<file path="config.mk">
export PLATFORM = sky130hd
export DESIGN_NAME = mult_div_unit
export DESIGN_NICKNAME = d
export VERILOG_FILES = /design/src/rtl/mult_div_unit.sv
export SDC_FILE = /design/constraint.sdc
export NUM_CORES = 1
export LEC_CHECK = 0
export ABC_AREA = 0
export CORE_ASPECT_RATIO = 1.1
export CORE_MARGIN = 3
export CORE_UTILIZATION = 40
export CTS_BUF_LIST = sky130_fd_sc_hd__clkbuf_2
export CTS_CLUSTER_SIZE = 12
export DETAILED_ROUTE_END_ITERATION = 6
export PLACE_DENSITY = 0.65
export SLEW_MARGIN = 0
export SYNTH_ARGS = -nofsm -noshare
export SYNTH_HDL_FRONTEND = slang
export SYNTH_SLANG_ARGS = --single-unit
</file>
<file path="constraint.sdc">
create_clock -name clock -period 11.6 [get_ports clock]
set_clock_uncertainty 0.2 [all_clocks]
set_input_delay 3.48 -clock clock [delete_from_list [all_inputs] [get_ports clock]]
set_output_delay 3.48 -clock clock [all_outputs]
set_load 0.05 [all_outputs]
</file>
<file path="src/rtl/mult_div_unit.sv">
// Iterative HI/LO multiply/divide unit: one radix-2 step per cycle, then a
// sign-fix cycle that writes HI/LO and pulses done.
module mult_div_unit #(
  parameter int WIDTH = 32
) (
  input  logic             clock,
  input  logic             resetFlipFlopD,
  input  logic             flushMulDiv,
  input  logic             startMulDiv,
  input  logic [2:0]       opMulDiv,
  input  logic [WIDTH-1:0] operandA,
  input  logic [WIDTH-1:0] operandB,
  input  logic             readHiLo,
  output logic             busyMulDiv,
  output logic             stallMulDiv,
  output logic [WIDTH-1:0] hiOut,
  output logic [WIDTH-1:0] loOut,
  output logic             doneMulDiv,
  output logic             divByZero
);

  localparam logic [1:0] IDLE = 2'd0, RUN = 2'd1, FIX = 2'd2;
  localparam int CW = $clog2(WIDTH + 1);

  logic [1:0]       state;
  logic [CW-1:0]    cnt;
  logic [WIDTH-1:0] acc_hi, acc_lo, opb;
  logic             is_div, neg_q, neg_r;

  // operand decode: magnitudes are taken only for the signed ops
  logic             op_signed, a_neg, b_neg;
  logic [WIDTH-1:0] a_mag, b_mag;
  assign op_signed = ~opMulDiv[0];
  assign a_neg     = op_signed & operandA[WIDTH-1];
  assign b_neg     = op_signed & operandB[WIDTH-1];
  assign a_mag     = a_neg ? -operandA : operandA;
  assign b_mag     = b_neg ? -operandB : operandB;

  // shift-add multiply step: acc_lo holds the multiplier, product builds in {acc_hi,acc_lo}
  logic [WIDTH:0]   mul_sum;
  logic [WIDTH-1:0] mul_hi, mul_lo;
  assign mul_sum = {1'b0, acc_hi} + (acc_lo[0] ? {1'b0, opb} : '0);
  assign mul_hi  = mul_sum[WIDTH:1];
  assign mul_lo  = {mul_sum[0], acc_lo[WIDTH-1:1]};

  // restoring divide step: acc_hi is the partial remainder, acc_lo the dividend/quotient
  logic [WIDTH:0]   div_shl;
  logic             div_ge;
  logic [WIDTH-1:0] div_hi, div_lo;
  assign div_shl = {acc_hi, acc_lo[WIDTH-1]};
  assign div_ge  = div_shl >= {1'b0, opb};
  assign div_hi  = div_ge ? (div_shl[WIDTH-1:0] - opb) : div_shl[WIDTH-1:0];
  assign div_lo  = {acc_lo[WIDTH-2:0], div_ge};

  // sign fix; a zero divisor leaves the dividend in the remainder, so HI
  // comes back as operandA once the dividend sign is reapplied
  logic [2*WIDTH-1:0] prod_s;
  logic [WIDTH-1:0]   quo_s, rem_s, fix_hi, fix_lo;
  logic               dbz;
  assign prod_s = neg_q ? -{acc_hi, acc_lo} : {acc_hi, acc_lo};
  assign quo_s  = neg_q ? -acc_lo : acc_lo;
  assign rem_s  = neg_r ? -acc_hi : acc_hi;
  assign dbz    = (opb == '0);
  assign fix_hi = is_div ? rem_s : prod_s[2*WIDTH-1:WIDTH];
  assign fix_lo = is_div ? (dbz ? '1 : quo_s) : prod_s[WIDTH-1:0];

  assign busyMulDiv  = (state != IDLE);
  assign stallMulDiv = busyMulDiv & (readHiLo | startMulDiv);

  always_ff @(posedge clock or posedge resetFlipFlopD) begin
    if (resetFlipFlopD) begin
      state      <= IDLE;
      cnt        <= '0;
      acc_hi     <= '0;
      acc_lo     <= '0;
      opb        <= '0;
      is_div     <= 1'b0;
      neg_q      <= 1'b0;
      neg_r      <= 1'b0;
      hiOut      <= '0;
      loOut      <= '0;
      doneMulDiv <= 1'b0;
      divByZero  <= 1'b0;
    end else begin
      doneMulDiv <= 1'b0;
      if (flushMulDiv) begin
        state <= IDLE;
        cnt   <= '0;
      end else begin
        case (state)
          IDLE: if (startMulDiv) begin
            if (!opMulDiv[2]) begin
              acc_hi <= '0;
              acc_lo <= a_mag;
              opb    <= b_mag;
              is_div <= opMulDiv[1];
              neg_q  <= a_neg ^ b_neg;
              neg_r  <= a_neg;
              cnt    <= '0;
              state  <= RUN;
            end else if (opMulDiv == 3'b100) begin
              hiOut <= operandA;
            end else if (opMulDiv == 3'b101) begin
              loOut <= operandA;
            end
          end
          RUN: begin
            acc_hi <= is_div ? div_hi : mul_hi;
            acc_lo <= is_div ? div_lo : mul_lo;
            cnt    <= cnt + 1'b1;
            if (cnt == CW'(WIDTH - 1)) state <= FIX;
          end
          FIX: begin
            hiOut      <= fix_hi;
            loOut      <= fix_lo;
            doneMulDiv <= 1'b1;
            if (is_div) divByZero <= dbz;
            state      <= IDLE;
          end
          default: state <= IDLE;
        endcase
      end
    end
  end

endmodule

</file>
==> summary.md, run 1 <==
| Metric | Value |
|---|---|
| Hold_ws | `between 0.3 and 0.4 ns` |
| Initial Utilization | `about two fifths` |
| DPL Wire Length | `34300 µm` |
| I/O pins | `140` |
| Reg2Reg Capture Point | `acc_hi[31]` |
| Vias in the first global route | `12500` |
| Setup bufs post-CTS | `0` |
| Synth Area in Simple Gates | `between 10% and 20%` |
| Adder-cell share of the synthesized area | `approximately 6.3%` |
| Worst Min Path Start | `cnt[5]` |
| Max IR drop VDD | `0.0000832 V` |
| Post-Syn Instances | `1810` |
| Syn Std Cell Area | `14200 µm²` |
| Via density | `5.82` |
| Final hold vios | `0` |
| Gr usage total | `a little under a quarter` |
| Mapped Avg Cell Area | `7.86 µm²` |
| Status | `finished clean` |
| Crit end category | `output port` |
| CP Launch Type | `primary input` |
| WP data required | `approximately 7.9 ns` |
| Crit-path max FO | `3` |
| Reg clk slew, reported paths | `0.24 ns` |
| Max Freq | `approximately 120 MHz` |
| RSZ-0062 raised after global routing | `no` |
| Reg2Reg Depth | `12` |
| First-pass GRT wire length | `approximately 70000 µm` |
| Multiplexer area fraction after synthesis | `under 10%` |
| Drt total wl | `roughly 45000 µm` |
| Synth Warn # | `0` |
| FF+latch count, synth | `between 150 and 200` |
| Row cnt | `~70` |
| Total power | `~0.0036 W` |
| Worst-path cell chain | `clkdlybuf4s50_1, o21a_1, clkdlybuf4s50_1` |
| I/O Buffers | `139` |
| Placer Congestion | `approximately 0.94` |
| CTS Buf Count | `17` |
| Vias | `between 10000 and 15000` |
| FF-to-FF setup slack | `slightly above 6 ns` |
| Core Area | `about 35000 µm²` |
| Unique cell type count in the Yosys netlist | `between 70 and 80` |
| Slew of the pin with the lowest slew margin | `between 1 and 1.5 ns` |
| DIE AREA | `roughly 38000 µm²` |
| Worst r2r src | `acc_lo[0]` |
| Max-Cap Viols | `0` |
| Largest family of logic cells by synthesized area | `compound AO/OA/AOI/OAI gates` |
| Ranking of synthesized cells by area | `dfrtp_1, o21ai_0, nand2_1, ha_1, xor2_1` |
| Fillers | `3447` |
| Antenna viol nets, final | `0` |
| Die X | `186 µm` |
| Final #Nets | `between 2000 and 2500` |
| Sequential element share of the synthesized area | `between 30 and 40%` |
| Final min period | `between 8 and 9 ns` |
| Slowest cell delay on critical path | `approximately 0.79 ns` |
| Setup TNS | `0 ns` |
| H-tree depth | `4` |
| Compound-Gate Fraction of Synth Area | `approximately 25%` |
| Worst-Skew Late Latency | `0.81 ns` |
| Clk Tree Root Cell | `clkbuf_2` |
| Critical path's most frequent cell | `clkdlybuf4s50_1` |
| Chip Height | `approximately 200 µm` |
| Net Count, Synth | `around 2000` |
| Post-synth EDFFs | `0` |
| Cts hold-fix bufs | `0` |
| Worst hold endpoint | `cnt[5]` |
| Hold path depth | `1` |
| Post-synth ARST share | `100%` |
| Max_slew headroom | `approximately 27%` |
| Final setup viols | `0` |
| Largest net degree at the start of global routing | `around 110` |
| Average wire per standard cell | `19.3 µm` |
| Clock Path Buffers | `2` |
| Period utilization | `74.0%` |
| Syn-to-layout area delta | `13.4%` |
| Detailed Routing Iterations Pass 1 | `5` |
| CTS tree | `done` |
| Post-synthesis xor/xnor area fraction | `a little over a tenth` |
| Layout cells sized above 1 | `slightly below 4%` |
| Number of sinks on the clock net | `~170` |
| DRC errors left | `0` |
| Drt initial violations | `1000` |
| Initial antenna violation count | `1` |
| Final Max Slew Viols | `0` |
| Gr ovfl total | `0` |
| Area share of the leading cell type in the synthesized netlist | `a little under a third` |
| LEAKAGE | `roughly 7 nW` |
| CP Class | `primary input to output port` |
| Hold Crit Class | `flip-flop to flip-flop` |
| Top_reg_cell synth | `dfrtp_1` |
| Crit path max-delay cell type | `clkdlybuf4s50_1` |
| PwrDens | `about 220 nW/µm²` |
| Resize count post-CTS | `0` |
| Worst EP arrival | `4.91 ns` |
| Largest area contributor in the netlist | `dfrtp_1` |
[registers in the layout, indices dropped and copies added, names as in the netlist, 2 cells and up]
register,cells
hiOut,32
acc_lo,32
state,2
opb,32
acc_hi,32
loOut,32
cnt,6
[synth_stat cells, types with 12 or more instances]
library cell  count
xnor2_1          83
nor2_1          147
nand3_1          21
a21oi_1         142
nand2_1         242
nor2b_1          12
nor3_1           27
nor4_1           29
xor2_1           89
clkbuf_1         87
o21ai_0         213
a21o_1           34
ha_1             69
or3_1            19
o31ai_1          28
inv_1            58
a211oi_1         20
nand4_1          17
nand2b_1         18
o211ai_1         14
mux2i_1          52
dfrtp_1         173
o22ai_1          25
[routing by layer]
metal	share of wire (%)	track usage, %	vias up
met1	46	33.2	6311
met3	6.4	2.87	57
met2	45	37.2	520
li1	-	-	6656
met4	2.8	7.16	0
met5	0	0	-
[cells by family after synthesis]
kind of cell,Yosys count
muxes,56
adders and majority gates,71
buffers and inverters,165
and+or+nand+nor,593
DFF,173
xor gates and xnor gates,172
AOI/OAI and AO/OA,580
[power by group]
| part | switching [W] | internal, W | leakage [nW] |
|---|---|---|---|
| Combinational | 0.00137 | 0.000892 | 4.62 |
| Sequential | 0.000270 | 0.000753 | 2.21 |
| Clock | 0.000238 | 0.000100 | 0.135 |
| Total | 0.00188 | 0.00175 | 6.97 |
[worst max-delay path: cells and delay by family]
| kind | cells | cell delay, ns |
|---|---|---|
| AOI/OAI and AO/OA | 1 | 0.13 |
| buffers and inverters | 2 | 1.29 |
[through the flow]
stage / util [%] / setup WS [ns] / cell area (µm²) / std cells
3_3_place_gp: 45.9 / 3.01 / 15900 / 2295
3_5_place_dp: 45.9 / 3.01 / 15900 / 2295
6_report: 46.6 / 3.01 / 16100 / 2327
5_1_grt: 46.6 / 2.99 / 16100 / 2327
2_1_floorplan: - / 3.23 / 14200 / 1810
4_1_cts: 46.6 / 3.01 / 16100 / 2326
[placed cells by master (no fill, tap or decap), types with 17 or more instances in the layout]
| master | count |
|---|---|
| clkbuf_2 | 18 |
| nand4_1 | 17 |
| dfrtp_1 | 172 |
| nor2_1 | 146 |
| xor2_1 | 89 |
| nor4_1 | 29 |
| ha_1 | 69 |
| a211oi_1 | 20 |
| nand3_1 | 21 |
| or3_1 | 18 |
| o22ai_1 | 25 |
| nand2b_1 | 17 |
| clkdlybuf4s50_1 | 139 |
| inv_1 | 57 |
| o21ai_0 | 212 |
| o31ai_1 | 28 |
| a21oi_1 | 142 |
| nand2_1 | 242 |
| a21o_1 | 34 |
| xnor2_1 | 83 |
| mux2i_1 | 52 |
| nor3_1 | 27 |
[how the worst max path moves through the flow]
stage,startpoint,endpoint,cells past startpoint
after floorplan,resetFlipFlopD,acc_hi[0],1
after global placement,startMulDiv,stallMulDiv,3
after detailed placement,startMulDiv,stallMulDiv,3
after CTS,startMulDiv,stallMulDiv,3
after global routing,startMulDiv,stallMulDiv,3
final,startMulDiv,stallMulDiv,3
[layout make-up]
| cell class | count | area, µm² | area share (%) |
|---|---|---|---|
| clock inverters | 13 | 143 | 0.884 |
| multi-input cells | 1472 | 9310 | 57.6 |
| clock buffers | 18 | 90.1 | 0.558 |
| inverters | 59 | 226 | 1.40 |
| well taps | 438 | 548 | 3.39 |
| flip-flops and latches | 173 | 4330 | 26.8 |
| diodes | 1 | 2.50 | 0.0155 |
| repair buffers | 153 | 1500 | 9.27 |
(Power assumes the default switching activity.)
==> run 2, diff against run 1 <==
PLACE_DENSITY = 0.68   (was 0.65)
clock period = 7.32 ns   (was 11.6 ns; I/O delays follow)
==> run 2 against run 1 <==
Critical path depth unchanged. Non-clock buffer count grew 2. Via count is essentially flat. Wire length decreased by 0.19%. Sequential cell count unchanged. Die area stayed put. Combinational power up 58%. Global-route usage hardly changed. Worst setup slack lost 1.7 ns. Core utilization hardly changed. Hold slack lost 0.0024 ns. Count of clock-buffer cells in the layout did not move. Critical path type unchanged. Largest power group unchanged.
==> summary.md, run 2 (synthesis results as in run 1) <==
| Metric | Value |
|---|---|
| Average wire per standard cell | `19.2 µm (was 19.3 µm)` |
| Status | `finished clean (unchanged)` |
| Syn-to-layout area delta | `13.5% (was 13.4%)` |
| Final min period | `approximately 6 ns` |
| Max IR drop VDD | `0.000135 V (was 0.0000832 V)` |
| Reg clk slew, reported paths | `0.21 ns (was 0.24 ns)` |
| Layout cells sized above 1 | `4.02% (was 3.92%)` |
| CTS tree | `done (unchanged)` |
| Final #Nets | `2021 (was 2019)` |
| Register Area | `4330 µm² (unchanged)` |
| Max Freq | `166 MHz` |
| Detailed Routing Iterations Pass 1 | `6 (was 5)` |
| CP Launch Type | `primary input (unchanged)` |
| Worst EP arrival | `3.61 ns (was 4.91 ns)` |
| Number of sinks on the clock net | `173 (unchanged)` |
| Clk Tree Root Cell | `clkbuf_2 (unchanged)` |
| Largest net degree at the start of global routing | `105 (was 106)` |
| Row cnt | `71 (unchanged)` |
| Comb pwr share | `62.6% (was 62.5%)` |
| Commonest non-fill, non-tap cells in the layout | `nand2_1, o21ai_0, dfrtp_1 (unchanged)` |
| Final setup viols | `0 (unchanged)` |
| Hold Crit Class | `flip-flop to flip-flop (unchanged)` |
| FF-to-FF setup slack | `2.16 ns (was 6.12 ns)` |
| DIE AREA | `37900 µm² (unchanged)` |
| Pint | `0.00274 W (was 0.00175 W)` |
| Worst-Skew Late Latency | `0.85 ns (was 0.81 ns)` |
| Setup TNS | `0 ns (unchanged)` |
| Final Max Slew Viols | `0 (unchanged)` |
| Gr ovfl total | `0 (unchanged)` |
| Commonest non-fill, non-tap cell in the layout | `nand2_1 (unchanged)` |
| I/O pins | `140 (unchanged)` |
| Finished Core Util | `46.6% (about the same)` |
| Crit-path max FO | `3 (unchanged)` |
| Sw Pwr | `0.00300 W (was 0.00188 W)` |
| First-pass GRT wire length | `70300 µm (was 70100 µm)` |
| Max-Cap Viols | `0 (unchanged)` |
| CTS Buf Count | `17 (unchanged)` |
| Sw Ratio | `52.3% (was 51.9%)` |
| LEAKAGE | `6.98 nW (was 6.97 nW)` |
| Multi-input gate area | `9310 µm² (unchanged)` |
| Vias | `13500 (about the same)` |
| Chip Height | `204 µm (unchanged)` |
| Fillers | `3429 (was 3447)` |
| Initial antenna violation count | `1 (unchanged)` |
| Via density | `5.81 (was 5.82)` |
| Antenna viol nets, final | `0 (unchanged)` |
| Gr usage total | `23.4% (about the same)` |
| Placer Congestion | `0.940 (unchanged)` |
| RSZ-0062 raised after global routing | `no (unchanged)` |
| Drt initial violations | `1214 (was 1000)` |
| Core Area | `34600 µm² (unchanged)` |
| Setup bufs post-CTS | `0 (unchanged)` |
| PwrDens | `355 nW/µm² (was 225 nW/µm²)` |
| CP Class | `primary input to output port (unchanged)` |
| Clock Path Buffers | `2 (unchanged)` |
| Crit end category | `output port (unchanged)` |
| Hold_ws | `0.309 ns (was 0.311 ns)` |
| Max_slew headroom | `30.1% (was 27.0%)` |
| Sequential Power Share | `28.4% (was 28.2%)` |
| Clk network pwr share | `8.9% (was 9.3%)` |
| DPL Wire Length | `34700 µm (was 34300 µm)` |
| Period utilization | `between 80 and 90%` |
| WP data required | `4.92 ns (was 7.92 ns)` |
| H-tree depth | `4 (unchanged)` |
| Vias in the first global route | `12500 (about the same)` |
| Resize count post-CTS | `0 (unchanged)` |
| Die X | `186 µm (unchanged)` |
| DRC errors left | `0 (unchanged)` |
| Final hold vios | `0 (unchanged)` |
| Initial Utilization | `41.1% (unchanged)` |
| Drt total wl | `44700 µm (was 44800 µm)` |
| Cts hold-fix bufs | `0 (unchanged)` |
| Slew of the pin with the lowest slew margin | `1.05 ns (was 1.09 ns)` |
| I/O Buffers | `139 (unchanged)` |
-- run 2: power groups by stage --
stage	Sequential, W	Combinational (W)	Clock, W
2_1_floorplan	0.00174	0.00244	0
3_3_place_gp	0.00163	0.00350	0
3_5_place_dp	0.00164	0.00353	0
4_1_cts	0.00162	0.00355	0.000528
5_1_grt	0.00167	0.00396	0.000562
6_report	0.00163	0.00359	0.000513
-- run 2: worst paths after layout --
check	endpoint	from	cells past startpoint
setup / recovery	stallMulDiv	startMulDiv	3
min in group asynchronous	loOut[20]	resetFlipFlopD	2
hold / removal	cnt[5]	cnt[5]	1
max in group asynchronous	hiOut[27]	resetFlipFlopD	3
setup reg to reg	acc_hi[31]	acc_lo[0]	12
hold reg to reg	cnt[5]	cnt[5]	1
-- run 2: metrics by stage --
stage               area [µm²]  instances  setup slack, ns  power (W)
floorplan                14200       1810            0.236    0.00418
global placement         15900       2297             1.31    0.00513
detailed placement       15900       2297             1.31    0.00518
CTS                      16100       2329             1.31    0.00569
global route             16100       2330             1.25    0.00620
finish                   16100       2330             1.31    0.00574
-- run 2: final cells by class --
cell class | instances | share of cell area (%)
Antenna cell | 1 | 0.0155
Timing Repair Buffer | 155 | 9.36
Tap cell | 438 | 3.39
Clock inverter | 14 | 0.829
Clock buffer | 18 | 0.558
Sequential cell | 173 | 26.8
Multi-Input combinational cell | 1472 | 57.6
Inverter | 59 | 1.40
-- run 2: worst max-delay path: stages --
cell,delay [ns]
clkdlybuf4s50_1,0.50
o21a_1,0.13
clkdlybuf4s50_1,0.79
-- run 2: per-layer routing --
| metal | track usage (%) | vias to the layer above | wire, µm |
|---|---|---|---|
| met4 | 8.75 | 0 | 1740 |
| li1 | - | 6646 | - |
| met5 | 0 | - | 0 |
| met3 | 3.67 | 78 | 2830 |
| met1 | 32.5 | 6311 | 20500 |
| met2 | 36.8 | 508 | 19700 |
==> run 3, diff against run 2 <==
clock period = 5.2 ns   (was 7.32 ns; I/O delays follow)
==> run 3 against run 2 <==
Critical path depth stayed put. Global-route usage is 0.33 points higher. Hold slack worse by 0.0040 ns. Count of clock-buffer cells in the layout is 1 lower. Design area is 1.3% higher. Sequential share of layout area is 0.35 points lower. Total power is 44% higher. Die area stayed put. Sequential power is 35% higher. Clock power is 57% higher. Non-clock buffer count is 20 higher. Critical endpoint unchanged. Highest routed layer unchanged.
==> summary.md, run 3 (synthesis results as in run 1) <==
| Metric | Value |
|---|---|
| RSZ-0062 raised after global routing | `no (unchanged)` |
| Syn-to-layout area delta | `15.0% (was 13.5%)` |
| Hold_ws | `0.305 ns (was 0.309 ns)` |
| Worst Setup SP | `startMulDiv (unchanged)` |
| Final #Nets | `2041 (was 2021)` |
| WP data required | `3.44 ns (was 4.92 ns)` |
| Status | `finished clean (unchanged)` |
| Reg2Reg Depth | `13 (was 12)` |
| CP delay by family, top | `buffers and inverters (unchanged)` |
| Worst-Skew Late Latency | `0.85 ns (about the same)` |
| Die X | `186 µm (unchanged)` |
| Average wire per standard cell | `19.3 µm (was 19.2 µm)` |
| Commonest non-fill, non-tap cells in the layout | `nand2_1, o21ai_0, dfrtp_1 (unchanged)` |
| CTS tree | `done (unchanged)` |
| Last element of the critical path | `stallMulDiv (unchanged)` |
| CP Launch Type | `primary input (unchanged)` |
| Period utilization | `approximately nine tenths` |
| Pint | `0.00399 W (was 0.00274 W)` |
| Final setup viols | `0 (unchanged)` |
| Vias | `13700 (was 13500)` |
| Via density | `5.82 (was 5.81)` |
| Comb pwr share | `63.5% (was 62.6%)` |
| Wl on met1 | `20700 µm (was 20500 µm)` |
| Placed cell areas | `16100 µm² (was 15900 µm²)` |
| Detailed Routing Iterations Pass 1 | `6 (unchanged)` |
| Crit-path max FO | `3 (unchanged)` |
| Chip Height | `204 µm (unchanged)` |
| Worst EP arrival | `3.00 ns (was 3.61 ns)` |
| Max Freq | `210 MHz` |
| Crit path buf inv count | `2 (unchanged)` |
| Setup TNS | `0 ns (unchanged)` |
| Crit. path cell count | `3 (unchanged)` |
| Antenna viol nets, final | `0 (unchanged)` |
| Worst Min Path Start | `cnt[5] (unchanged)` |
| Met2 routed WL | `20100 µm (was 19700 µm)` |
| FF-to-FF setup slack | `0.75 ns (was 2.16 ns)` |
| Fillers | `3470 (was 3429)` |
| Worst r2r src | `acc_lo[0] (unchanged)` |
| DR WL met3 | `2870 µm (was 2830 µm)` |
| Max IR drop VDD | `0.000195 V (was 0.000135 V)` |
| Slew of the pin with the lowest slew margin | `1.06 ns (was 1.05 ns)` |
| Placer Congestion | `0.931 (was 0.940)` |
| I/O pins | `140 (unchanged)` |
| Number of sinks on the clock net | `173 (unchanged)` |
| Critical path's most frequent cell | `clkdlybuf4s50_1 (unchanged)` |
| H-tree depth | `4 (unchanged)` |
| Resize count post-CTS | `0 (unchanged)` |
| Cts hold-fix bufs | `0 (unchanged)` |
| PwrDens | `504 nW/µm² (was 355 nW/µm²)` |
| CTS Buf Count | `17 (unchanged)` |
| Final Max Slew Viols | `0 (unchanged)` |
| DPL Wire Length | `35100 µm (was 34700 µm)` |
| Sequential Power Share | `26.7% (was 28.4%)` |
| Reg clk slew, reported paths | `0.26 ns (was 0.21 ns)` |
| DR top layer | `met4 (unchanged)` |
| Crit path max-delay cell type | `clkdlybuf4s50_1 (unchanged)` |
| Final min period | `about 4.8 ns` |
| LEAKAGE | `7.11 nW (was 6.98 nW)` |
| Max_slew headroom | `29.1% (was 30.1%)` |
| First-pass GRT wire length | `71300 µm (was 70300 µm)` |
| Row cnt | `71 (unchanged)` |
| Max-Cap Viols | `0 (unchanged)` |
| Clk Tree Root Cell | `clkbuf_2 (unchanged)` |
| Drt initial violations | `1041 (was 1214)` |
| CP Class | `primary input to output port (unchanged)` |
| Reg2Reg Capture Point | `acc_hi[31] (unchanged)` |
| Vias in the first global route | `12900 (was 12500)` |
| I/O Buffers | `139 (unchanged)` |
| Final hold vios | `0 (unchanged)` |
| Gr usage total | `23.7% (was 23.4%)` |
| DRC errors left | `0 (unchanged)` |
| Initial Utilization | `41.1% (unchanged)` |
| Hold Crit Class | `flip-flop to flip-flop (unchanged)` |
| Sw Pwr | `0.00426 W (was 0.00300 W)` |
| Setup bufs post-CTS | `0 (unchanged)` |
| Worst-path cell chain | `clkdlybuf4s50_1, o21a_1, clkdlybuf4s50_1 (unchanged)` |
| Crit end category | `output port (unchanged)` |
| DIE AREA | `37900 µm² (unchanged)` |
| Post-route cell area | `16400 µm² (was 16100 µm²)` |
| Largest net degree at the start of global routing | `94 (was 105)` |
| Layout cells sized above 1 | `4.97% (was 4.02%)` |
| Sw Ratio | `51.6% (was 52.3%)` |
| Slowest cell delay on critical path | `0.80 ns (was 0.79 ns)` |
| Drt total wl | `45300 µm (was 44700 µm)` |
| Commonest non-fill, non-tap cell in the layout | `nand2_1 (unchanged)` |
| Initial antenna violation count | `1 (unchanged)` |
| Clock Path Buffers | `2 (unchanged)` |
| Gr ovfl total | `0 (unchanged)` |
| Clk network pwr share | `9.8% (was 8.9%)` |
| Core Area | `34600 µm² (unchanged)` |
==> run 3: cell count changes in the layout (fill, tap and decap cells not counted), sizes merged <==
cell / previous run / this run
buf: 16 / 36
bufinv: 1 / 2
clkbuf: 18 / 17
clkinvlp: 3 / 2
inv: 62 / 63
==> run 3: metal layers <==
metal / GRT usage, % / up-vias
met2: 37.2 / 498
li1: - / 6674
met1: 33.1 / 6438
met5: 0 / -
met4: 9.36 / 0
met3: 3.33 / 77
==> run 3: stage by stage <==
stage	util (%)	setup slack (ns)	std cells	total power, W
after global routing	47.2	0.384	2350	0.00892
final	47.2	0.443	2350	0.00825
after global placement	46.5	0.463	2317	0.00732
after CTS	47.2	0.438	2349	0.00820
after detailed placement	46.5	0.438	2317	0.00738
after floorplan	-	1.23	1810	0.00588
==> run 3: cell type report <==
cell class / instances / area, µm² / area share [%]
repair buffers: 175 / 1690 / 10.3
inverters: 59 / 225 / 1.38
flip-flops and latches: 173 / 4330 / 26.5
clock inverters: 15 / 181 / 1.11
multi-input cells: 1472 / 9310 / 56.9
diodes: 1 / 2.50 / 0.0153
clock buffers: 17 / 85.1 / 0.520
well taps: 438 / 548 / 3.35
==> run 3: power groups by stage <==
stage	sequential [W]	combinational (W)	clock, W
2_1_floorplan	0.00245	0.00343	0
3_3_place_gp	0.00220	0.00512	0
4_1_cts	0.00219	0.00518	0.000830
5_1_grt	0.00226	0.00577	0.000890
3_5_place_dp	0.00222	0.00516	0
6_report	0.00220	0.00524	0.000805
==> run 3: worst reg2reg max path: cells and delay by family, from the launching register on <==
| family | cells | cell delay, ns |
|---|---|---|
| adders and majority gates | 1 | 0.23 |
| and+or+nand+nor | 2 | 0.46 |
| AOI/OAI and AO/OA | 8 | 2.20 |
| buffers and inverters | 2 | 0.71 |
| DFF | 1 | 0.59 |
==> run 3: worst min-delay path by stage <==
| stage | slack, ns | cells past startpoint | to |
|---|---|---|---|
| 2_1_floorplan | 0.24 | 1 | cnt[5] |
| 3_3_place_gp | 0.26 | 2 | loOut[4] |
| 3_5_place_dp | 0.27 | 2 | loOut[11] |
| 4_1_cts | 0.31 | 1 | cnt[5] |
| 5_1_grt | 0.34 | 2 | hiOut[29] |
| 6_report | 0.30 | 1 | cnt[5] |
